### src/rtl/shared_mem_responder.sv
// ============================================================================
// Module   : shared_mem_responder
// Brief    : Two-port round-robin responder in front of one shared memory.
// Revision : 1.0 - initial release
// ============================================================================
`default_nettype none

module shared_mem_responder #(
  parameter int ADDR_WIDTH = 16,
  parameter int WORD_WIDTH = 16,
  parameter int RW_WIDTH   = 2,
  parameter int DEPTH      = 256,
  parameter int LATENCY    = 2
) (
  input  logic                  clk,
  input  logic                  reset,
  input  logic [RW_WIDTH-1:0]   rwFromCacheA,
  input  logic [ADDR_WIDTH-1:0] addrFromCacheA,
  input  logic [WORD_WIDTH-1:0] dataFromCacheA,
  output logic [WORD_WIDTH-1:0] dataToCacheA,
  output logic                  rdEnToCacheA,
  output logic                  wbDoneToCacheA,
  input  logic [RW_WIDTH-1:0]   rwFromCacheB,
  input  logic [ADDR_WIDTH-1:0] addrFromCacheB,
  input  logic [WORD_WIDTH-1:0] dataFromCacheB,
  output logic [WORD_WIDTH-1:0] dataToCacheB,
  output logic                  rdEnToCacheB,
  output logic                  wbDoneToCacheB
);

  localparam int IDX_W = (DEPTH > 1) ? $clog2(DEPTH) : 1;
  localparam int CNT_W = (LATENCY > 1) ? $clog2(LATENCY) : 1;
  localparam logic [RW_WIDTH-1:0] RW_READ  = RW_WIDTH'(1);
  localparam logic [RW_WIDTH-1:0] RW_WRITE = RW_WIDTH'(2);

  typedef enum logic [1:0] {
    S_IDLE    = 2'd0,
    S_ACCESS  = 2'd1,
    S_RESPOND = 2'd2
  } state_t;

  logic [WORD_WIDTH-1:0] mem [DEPTH];

  state_t                state_q, state_d;
  logic                  rr_q, rr_d;
  logic [CNT_W-1:0]      cnt_q, cnt_d;
  logic                  mask_a_q, mask_a_d;
  logic                  mask_b_q, mask_b_d;
  logic                  port_q, port_d;
  logic                  is_wr_q, is_wr_d;
  logic [IDX_W-1:0]      addr_q, addr_d;
  logic [WORD_WIDTH-1:0] wdata_q, wdata_d;
  logic [WORD_WIDTH-1:0] data_a_q, data_a_d;
  logic [WORD_WIDTH-1:0] data_b_q, data_b_d;
  logic                  rd_a_q, rd_a_d;
  logic                  wb_a_q, wb_a_d;
  logic                  rd_b_q, rd_b_d;
  logic                  wb_b_q, wb_b_d;

  logic                  elig_a, elig_b;
  logic                  grant_a, grant_b;
  logic [RW_WIDTH-1:0]   sel_rw;
  logic                  mem_we;

  generate
    if (ADDR_WIDTH > IDX_W) begin : g_addr_hi
      logic unused_addr_hi;
      assign unused_addr_hi = ^{addrFromCacheA[ADDR_WIDTH-1:IDX_W],
                                addrFromCacheB[ADDR_WIDTH-1:IDX_W]};
    end
  endgenerate

  // A port just served is masked for one IDLE cycle so its cache can retire rw.
  assign elig_a  = ((rwFromCacheA == RW_READ) || (rwFromCacheA == RW_WRITE)) && !mask_a_q;
  assign elig_b  = ((rwFromCacheB == RW_READ) || (rwFromCacheB == RW_WRITE)) && !mask_b_q;
  assign grant_a = elig_a && (!elig_b || !rr_q);
  assign grant_b = elig_b && !grant_a;
  assign sel_rw  = grant_b ? rwFromCacheB : rwFromCacheA;
  assign mem_we  = (state_q == S_ACCESS) && (cnt_q == '0) && is_wr_q;

  always_comb begin
    state_d  = state_q;
    rr_d     = rr_q;
    cnt_d    = cnt_q;
    mask_a_d = mask_a_q;
    mask_b_d = mask_b_q;
    port_d   = port_q;
    is_wr_d  = is_wr_q;
    addr_d   = addr_q;
    wdata_d  = wdata_q;
    data_a_d = data_a_q;
    data_b_d = data_b_q;
    rd_a_d   = 1'b0;
    wb_a_d   = 1'b0;
    rd_b_d   = 1'b0;
    wb_b_d   = 1'b0;
    case (state_q)
      S_IDLE: begin
        mask_a_d = 1'b0;
        mask_b_d = 1'b0;
        if (grant_a || grant_b) begin
          port_d  = grant_b;
          is_wr_d = (sel_rw == RW_WRITE);
          addr_d  = grant_b ? addrFromCacheB[IDX_W-1:0] : addrFromCacheA[IDX_W-1:0];
          wdata_d = grant_b ? dataFromCacheB : dataFromCacheA;
          cnt_d   = CNT_W'(LATENCY - 1);
          rr_d    = !grant_b;
          state_d = S_ACCESS;
        end
      end
      S_ACCESS: begin
        if (cnt_q != '0) begin
          cnt_d = cnt_q - CNT_W'(1);
        end else begin
          state_d = S_RESPOND;
          if (is_wr_q) begin
            wb_a_d = !port_q;
            wb_b_d = port_q;
          end else if (port_q) begin
            rd_b_d   = 1'b1;
            data_b_d = mem[addr_q];
          end else begin
            rd_a_d   = 1'b1;
            data_a_d = mem[addr_q];
          end
        end
      end
      S_RESPOND: begin
        state_d = S_IDLE;
        if (port_q) mask_b_d = 1'b1;
        else        mask_a_d = 1'b1;
      end
      default: state_d = S_IDLE;
    endcase
  end

  always_ff @(posedge clk) begin
    if (!reset) begin
      state_q  <= S_IDLE;
      rr_q     <= 1'b0;
      cnt_q    <= '0;
      mask_a_q <= 1'b0;
      mask_b_q <= 1'b0;
      port_q   <= 1'b0;
      is_wr_q  <= 1'b0;
      addr_q   <= '0;
      wdata_q  <= '0;
      data_a_q <= '0;
      data_b_q <= '0;
      rd_a_q   <= 1'b0;
      wb_a_q   <= 1'b0;
      rd_b_q   <= 1'b0;
      wb_b_q   <= 1'b0;
    end else begin
      state_q  <= state_d;
      rr_q     <= rr_d;
      cnt_q    <= cnt_d;
      mask_a_q <= mask_a_d;
      mask_b_q <= mask_b_d;
      port_q   <= port_d;
      is_wr_q  <= is_wr_d;
      addr_q   <= addr_d;
      wdata_q  <= wdata_d;
      data_a_q <= data_a_d;
      data_b_q <= data_b_d;
      rd_a_q   <= rd_a_d;
      wb_a_q   <= wb_a_d;
      rd_b_q   <= rd_b_d;
      wb_b_q   <= wb_b_d;
    end
  end

  // Contents survive reset; a write whose commit edge sees reset is dropped.
  always_ff @(posedge clk) begin
    if (reset && mem_we) begin
      mem[addr_q] <= wdata_q;
    end
  end

  assign dataToCacheA   = data_a_q;
  assign rdEnToCacheA   = rd_a_q;
  assign wbDoneToCacheA = wb_a_q;
  assign dataToCacheB   = data_b_q;
  assign rdEnToCacheB   = rd_b_q;
  assign wbDoneToCacheB = wb_b_q;

endmodule

`default_nettype wire

### config.mk
export PLATFORM = sky130hd
export DESIGN_NAME = shared_mem_responder
export DESIGN_NICKNAME = d
export VERILOG_FILES = /design/src/rtl/shared_mem_responder.sv
export SDC_FILE = /design/constraint.sdc
export NUM_CORES = 2
export LEC_CHECK = 0
export ABC_AREA = 1
export BUFFER_PORTS_ARGS = -buffer_cell sky130_fd_sc_hd__buf_2
export CAP_MARGIN = 15
export CORE_MARGIN = 2
export CORE_UTILIZATION = 44
export DETAILED_ROUTE_END_ITERATION = 12
export GPL_TIMING_DRIVEN = 1
export PLACE_DENSITY = 0.68
export REMOVE_ABC_BUFFERS = 1
export SETUP_SLACK_MARGIN = 0.15
export SYNTH_ARGS = -nofsm -noshare
export SYNTH_HDL_FRONTEND = slang
export SYNTH_SLANG_ARGS = --single-unit
### constraint.sdc
create_clock -name clk -period 7.95 [get_ports clk]
set_input_delay 1.9875 -clock clk [delete_from_list [all_inputs] [get_ports clk]]
set_output_delay 1.9875 -clock clk [all_outputs]
set_load 0.02 [all_outputs]
======== Word level (Yosys, flattened, before mapping) ========
Memory sizes are Yosys's and may differ from the RTL's. A register that Yosys moved wholly into a read port is not among the register bits.
Index checks and enable logic that the tools add are counted.
storage, ports and cells
  register bits ........................... 68
  latch bits .............................. 0
  memory bits (writable) .................. 4096
  ROM bits ................................ 0
  bits of input ports ..................... 70
  output and inout bits ................... 36
  memories ................................ 1
operators by class
  $add $sub $neg .......................... 1
  $mul .................................... 0
  divide/modulo/power cells ............... 0
  $lt $le $gt $ge ......................... 0
  equality and inequality tests ........... 11
  shifts and indexed selects .............. 0
  muxes and demuxes ....................... 19
  bitwise logic cells ..................... 5
  reductions and logical operators ........ 30
memories
  name  words  width  rd ports  clocked after Yosys merged registers in  write ports  line  RTL
  mem   256    16     1         1                                        1            42    logic [WORD_WIDTH-1:0] mem [DEPTH];
operators by type and width
  kind                                            number
  two-way mux 8 bit                               3
  two-way mux 16 bit                              1
  AND reduction 2 bit                             5
  == test 2 bit (second input constant)           4
  two-way mux 1 bit                               8
  != test 2 bit (second input constant)           4
  AND reduction 4 bit                             2
  OR reduction 4 bit                              2
  logical AND 1 bit                               7
  logical NOT 1 bit                               7
  == test 2 x 1 -> 1 bit (second input constant)  3
  two-way mux 2 bit                               3
  one-hot mux 1 bit (2 select lines)              3
  NOT 1 bit                                       5
  logical OR 1 bit                                4
  one-hot mux 2 bit (2 select lines)              1
  nonzero test 2 bit                              2
  logical NOT 2 bit                               1
  subtractor 1 bit (second input constant)        1

======== Depth between registers and ports, before layout ========
  depth in word-level cells ............... 12
  gate-level depth with buffers ........... 15
  gate-level depth less buffers ........... 12

======== Worst setup path after synthesis ========
No wires, ideal clock.
  path type ............................... flip-flop to flip-flop
  start point ............................. reg wdata_q[0]
  end point ............................... mem mem[0][0] (data pin)
  library setup time ...................... 856 ps
  arrival time ............................ 3397 ps
  data required time ...................... 7094 ps
  slack ................................... 3697 ps
  cell stages (with the launch flop) ...... 1
  cell sequence ........................... dfxtp_1
RTL lines
  element                 line  RTL
  start, declared         52    logic [WORD_WIDTH-1:0] wdata_q, wdata_d;
  start signal, assigned  163   wdata_q <= wdata_d;
  end, declared           42
No word-level cell before the write port.

==> results.cfg <==
[run_status]
result_of_the_run = finished clean

[timing]
post-route-worst-setup-slack_ns = 3.16
final_min_period_over_clock_period_pct = 60.3
hold_fails_final_rpt = 0
clock-skew-final_ns = 0.135
maxClockFrequency_mhz = 209
timing_max_transition_violations_final = 0
final-setup-viol-count = 0
worst-slew-pin-transition_ns = 1.24
max-slew-margin-rel_pct = 17.2
final.min_clock_period_ns = 4.79
grt_setup_unrepaired = false

[flow_run]
maxCapViolations = 0

[power]
power_switching_mw = 15.9
clock_power_share_pct = 34.8
internal_power_mw = 37.6
power.share.combinational_pct = 17.5
switching_share_pct = 29.8
power_density_nw_per_um2 = 288
share_of_total_power_in_sequential_cells_pct = 47.7
leakage_nw = 65.0
power.ir.vdd_worst_v = 0.000226

[synth]
synth_flop_type = sky130_fd_sc_hd__edfxtp_1
synth.top_cells.by_count = sky130_fd_sc_hd__nand2_1 (4226), sky130_fd_sc_hd__edfxtp_1 (4096), sky130_fd_sc_hd__nand3_1 (4094), sky130_fd_sc_hd__buf_2 (478), sky130_fd_sc_hd__nor2_1 (279)
netlist_instances = 13900
yosys.cell_count.top_type = sky130_fd_sc_hd__nand2_1
syn_avg_cell_area_um2 = 12.1
library_cells_used_by_synthesis = 26
synth_edf_count = 4096
synth_area_leader_cell = sky130_fd_sc_hd__edfxtp_1
yosysSeqAreaShare_pct = 74.3
synth_top_area_share_pct = 73.3
async_flop_share_pct = 0
yosys_warn_count = 0
syn_area_um2 = 168000
netlist_top_cells_area = sky130_fd_sc_hd__edfxtp_1 (73%), sky130_fd_sc_hd__nand3_1 (12%), sky130_fd_sc_hd__nand2_1 (9.5%)
synthesized_flop_and_latch_total = 4172

[clocking]
worstSkewPairLatency_ns = 1.03
clock_tree.htree_level_count = 5
clock_pin_transition_on_the_worst_setup_and_hold_timing_paths_ns = 0.06
ctsLongestPathBuffers = 4
numCtsBuffers = 413
post_cts_resize_count = 0
cts_hold_repair.buffers = 0
cts.root.buffer_cell = sky130_fd_sc_hd__clkbuf_16
tritoncts = yes
clock-sinks = 4172
cts_post_setup_buffers_inserted = 0

[critical_path]
cp.required_ns = 8.87
max_stage_delay_ns = 0.83
worst_path_most_repeated_cell = sky130_fd_sc_hd__nand3_1
critical_path.max_fanout = 176
critical_path.cell_chain = buf_12 > buf_4 > nand2_1 > nand3_1 > nand3_1 > nand3_1 > nand3_1 > nand3_1 > nand3_1 > nand3_1 > nand2_1 > a21oi_1
critical_path.endpoint_type = register
worst-setup-path-type = register to register
worst_setup_path_start_kind = register
critical_path.slowest_cell = sky130_fd_sc_hd__dfxtp_4
worst-endpoint-arrival_ns = 5.72

[detailed_routing]
drt_drc_violations_left = 0
finalWirelength_um = 457000
vias_per_cell = 5.66
route.antenna.remaining_nets = 0
detail_route.iter0.violations = 14300
drt-pass1-iter-count = 6
dr_total_vias = 109000
routed_wire_length_per_instance_um = 23.8

[worst_hold_path]
min-delay-path-class = register to register

[final_layout]
area_growth_pct = 11.0
nFillCells = 32000
multiInputGateArea_um2 = 38000
final_design_area_no_fill_um2 = 186000
final-seq-area_um2 = 125000
finalNetCount = 13900
layout-drive-gt1-share_pct = 7.65
layout.cells.non_filler = 19200

[placed_design]
gpl.final_weighted_congestion = 0.885
placed_cell_count = 18400
place.detailed.hpwl_um = 242000
placement.cell_area_um2 = 173000
place.port_buffers = 89
dp_worst_setup_slack_ns = 2.42

[global_route]
grt_first_pass_wirelength_um = 666000
grt_pass1_vias = 101000
globalRouteTotalUtil_pct = 22.8
maximum_number_of_pins_on_one_net_before_global_route_repair = 228
antenna_found_initial = 13
grt_overflow = 0

[floorplan]
die_h_um = 621
die_w_um = 621
initial_core_util_pct = 44.2
row_count = 226
coreArea_um2 = 379000
design.die.area_um2 = 386000
pin_count = 106
==> cells in the final DEF, fill, tap and decap left out, types with 4 or more instances in the layout <==
master and instances:
sky130_fd_sc_hd__clkinv_1 96, sky130_fd_sc_hd__edfxtp_1 4096, sky130_fd_sc_hd__nand2_1 4226, sky130_fd_sc_hd__buf_12 45, sky130_fd_sc_hd__clkinv_2 57, sky130_fd_sc_hd__bufinv_16 20
sky130_fd_sc_hd__nor2_1 275, sky130_fd_sc_hd__diode_2 7, sky130_fd_sc_hd__clkbuf_16 417, sky130_fd_sc_hd__nor2_2 5, sky130_fd_sc_hd__clkinv_8 4, sky130_fd_sc_hd__inv_16 7
sky130_fd_sc_hd__clkinvlp_4 7, sky130_fd_sc_hd__dfxtp_1 54, sky130_fd_sc_hd__clkbuf_8 4, sky130_fd_sc_hd__nand3_2 6, sky130_fd_sc_hd__o21ai_0 36, sky130_fd_sc_hd__nand4_1 5
sky130_fd_sc_hd__inv_1 48, sky130_fd_sc_hd__dfxtp_4 22, sky130_fd_sc_hd__buf_2 89, sky130_fd_sc_hd__o211ai_1 8, sky130_fd_sc_hd__nand3_4 6, sky130_fd_sc_hd__clkbuf_1 124
sky130_fd_sc_hd__a21oi_1 34, sky130_fd_sc_hd__inv_6 10, sky130_fd_sc_hd__clkinv_16 8, sky130_fd_sc_hd__buf_4 366, sky130_fd_sc_hd__nand3_1 4082
==> sequential cells by signal, indices dropped and copies added, names as in the netlist, named ones only <==
register,count
state_q,2
wdata_q,16
dataToCacheA,16
rr_q,1
mem,4096
rdEnToCacheA,1
addr_q,8
wbDoneToCacheA,1
wbDoneToCacheB,1
cnt_q,1
dataToCacheB,16
port_q,1
mask_b_q,1
is_wr_q,1
rdEnToCacheB,1
mask_a_q,1
==> routing by layer <==
| metal | global-route usage [%] | routed length, µm |
|---|---|---|
| met5 | 0 | 21 |
| met4 | 10.9 | 23600 |
| met3 | 4.36 | 45300 |
| met2 | 35.6 | 212000 |
| met1 | 30.8 | 176000 |
==> critical path, delay by kind of cell (launching register included) <==
family | cells | cell delay, ns
compound gates | 1 | 0.24
simple gates | 9 | 1.99
flops | 1 | 0.83
buf+inv | 2 | 1.33
==> per-stage QoR <==
stage / hold slack [ns] / util (%) / setup TNS (ns) / power (mW)
after detailed placement: 0.447 / 45.7 / 0 / 35.2
after global placement: 0.425 / 45.7 / 0 / 35.0
after CTS: 0.458 / 49.1 / 0 / 53.5
final: 0.450 / 49.1 / 0 / 53.6
after global routing: 0.464 / 49.1 / 0 / 55.2
after floorplan: 0.412 / - / -4169.77 / 33.6
==> final cells by class <==
class                      count  area share, %
sequential                  4172           67.0
multi-input combinational   8693           20.4
clock buffer                 545           5.89
tap                         5016           3.37
timing repair buffer         501           2.21
clock inverter               208          0.979
inverter                      57          0.139
antenna                        7        0.00941
==> final timing paths <==
check / end / startpoint / slack, ns / cells past startpoint
setup / recovery: dataToCacheB[1]$_SDFFE_PN0P_ / register / 3.16 / 12
hold / removal: state_q[1]$_SDFFE_PN0P_ / cnt_q$_SDFFE_PN0P_ / 0.45 / 1
hold reg to reg: state_q[1]$_SDFFE_PN0P_ / cnt_q$_SDFFE_PN0P_ / 0.45 / 1
setup reg to reg: dataToCacheB[1]$_SDFFE_PN0P_ / register / 3.16 / 12
==> power by group through the flow <==
stage / Clock (mW) / Sequential, mW / Combinational, mW
after detailed placement: 0 / 26.0 / 9.19
after global routing: 19.6 / 25.5 / 9.99
final: 18.7 / 25.5 / 9.37
after CTS: 18.8 / 25.5 / 9.22
after floorplan: 0 / 27.1 / 6.49
after global placement: 0 / 26.0 / 9.07
==> logic make-up after synthesis <==
family | count (synthesis) | share of synthesized area (%)
and+or+nand+nor | 8611 | 22.3
xor gates and xnor gates | 2 | 0.0104
DFF | 4172 | 74.3
AOI/OAI and AO/OA | 80 | 0.253
buffers and inverters | 1011 | 3.14
Power figures use the tool's default switching activity.
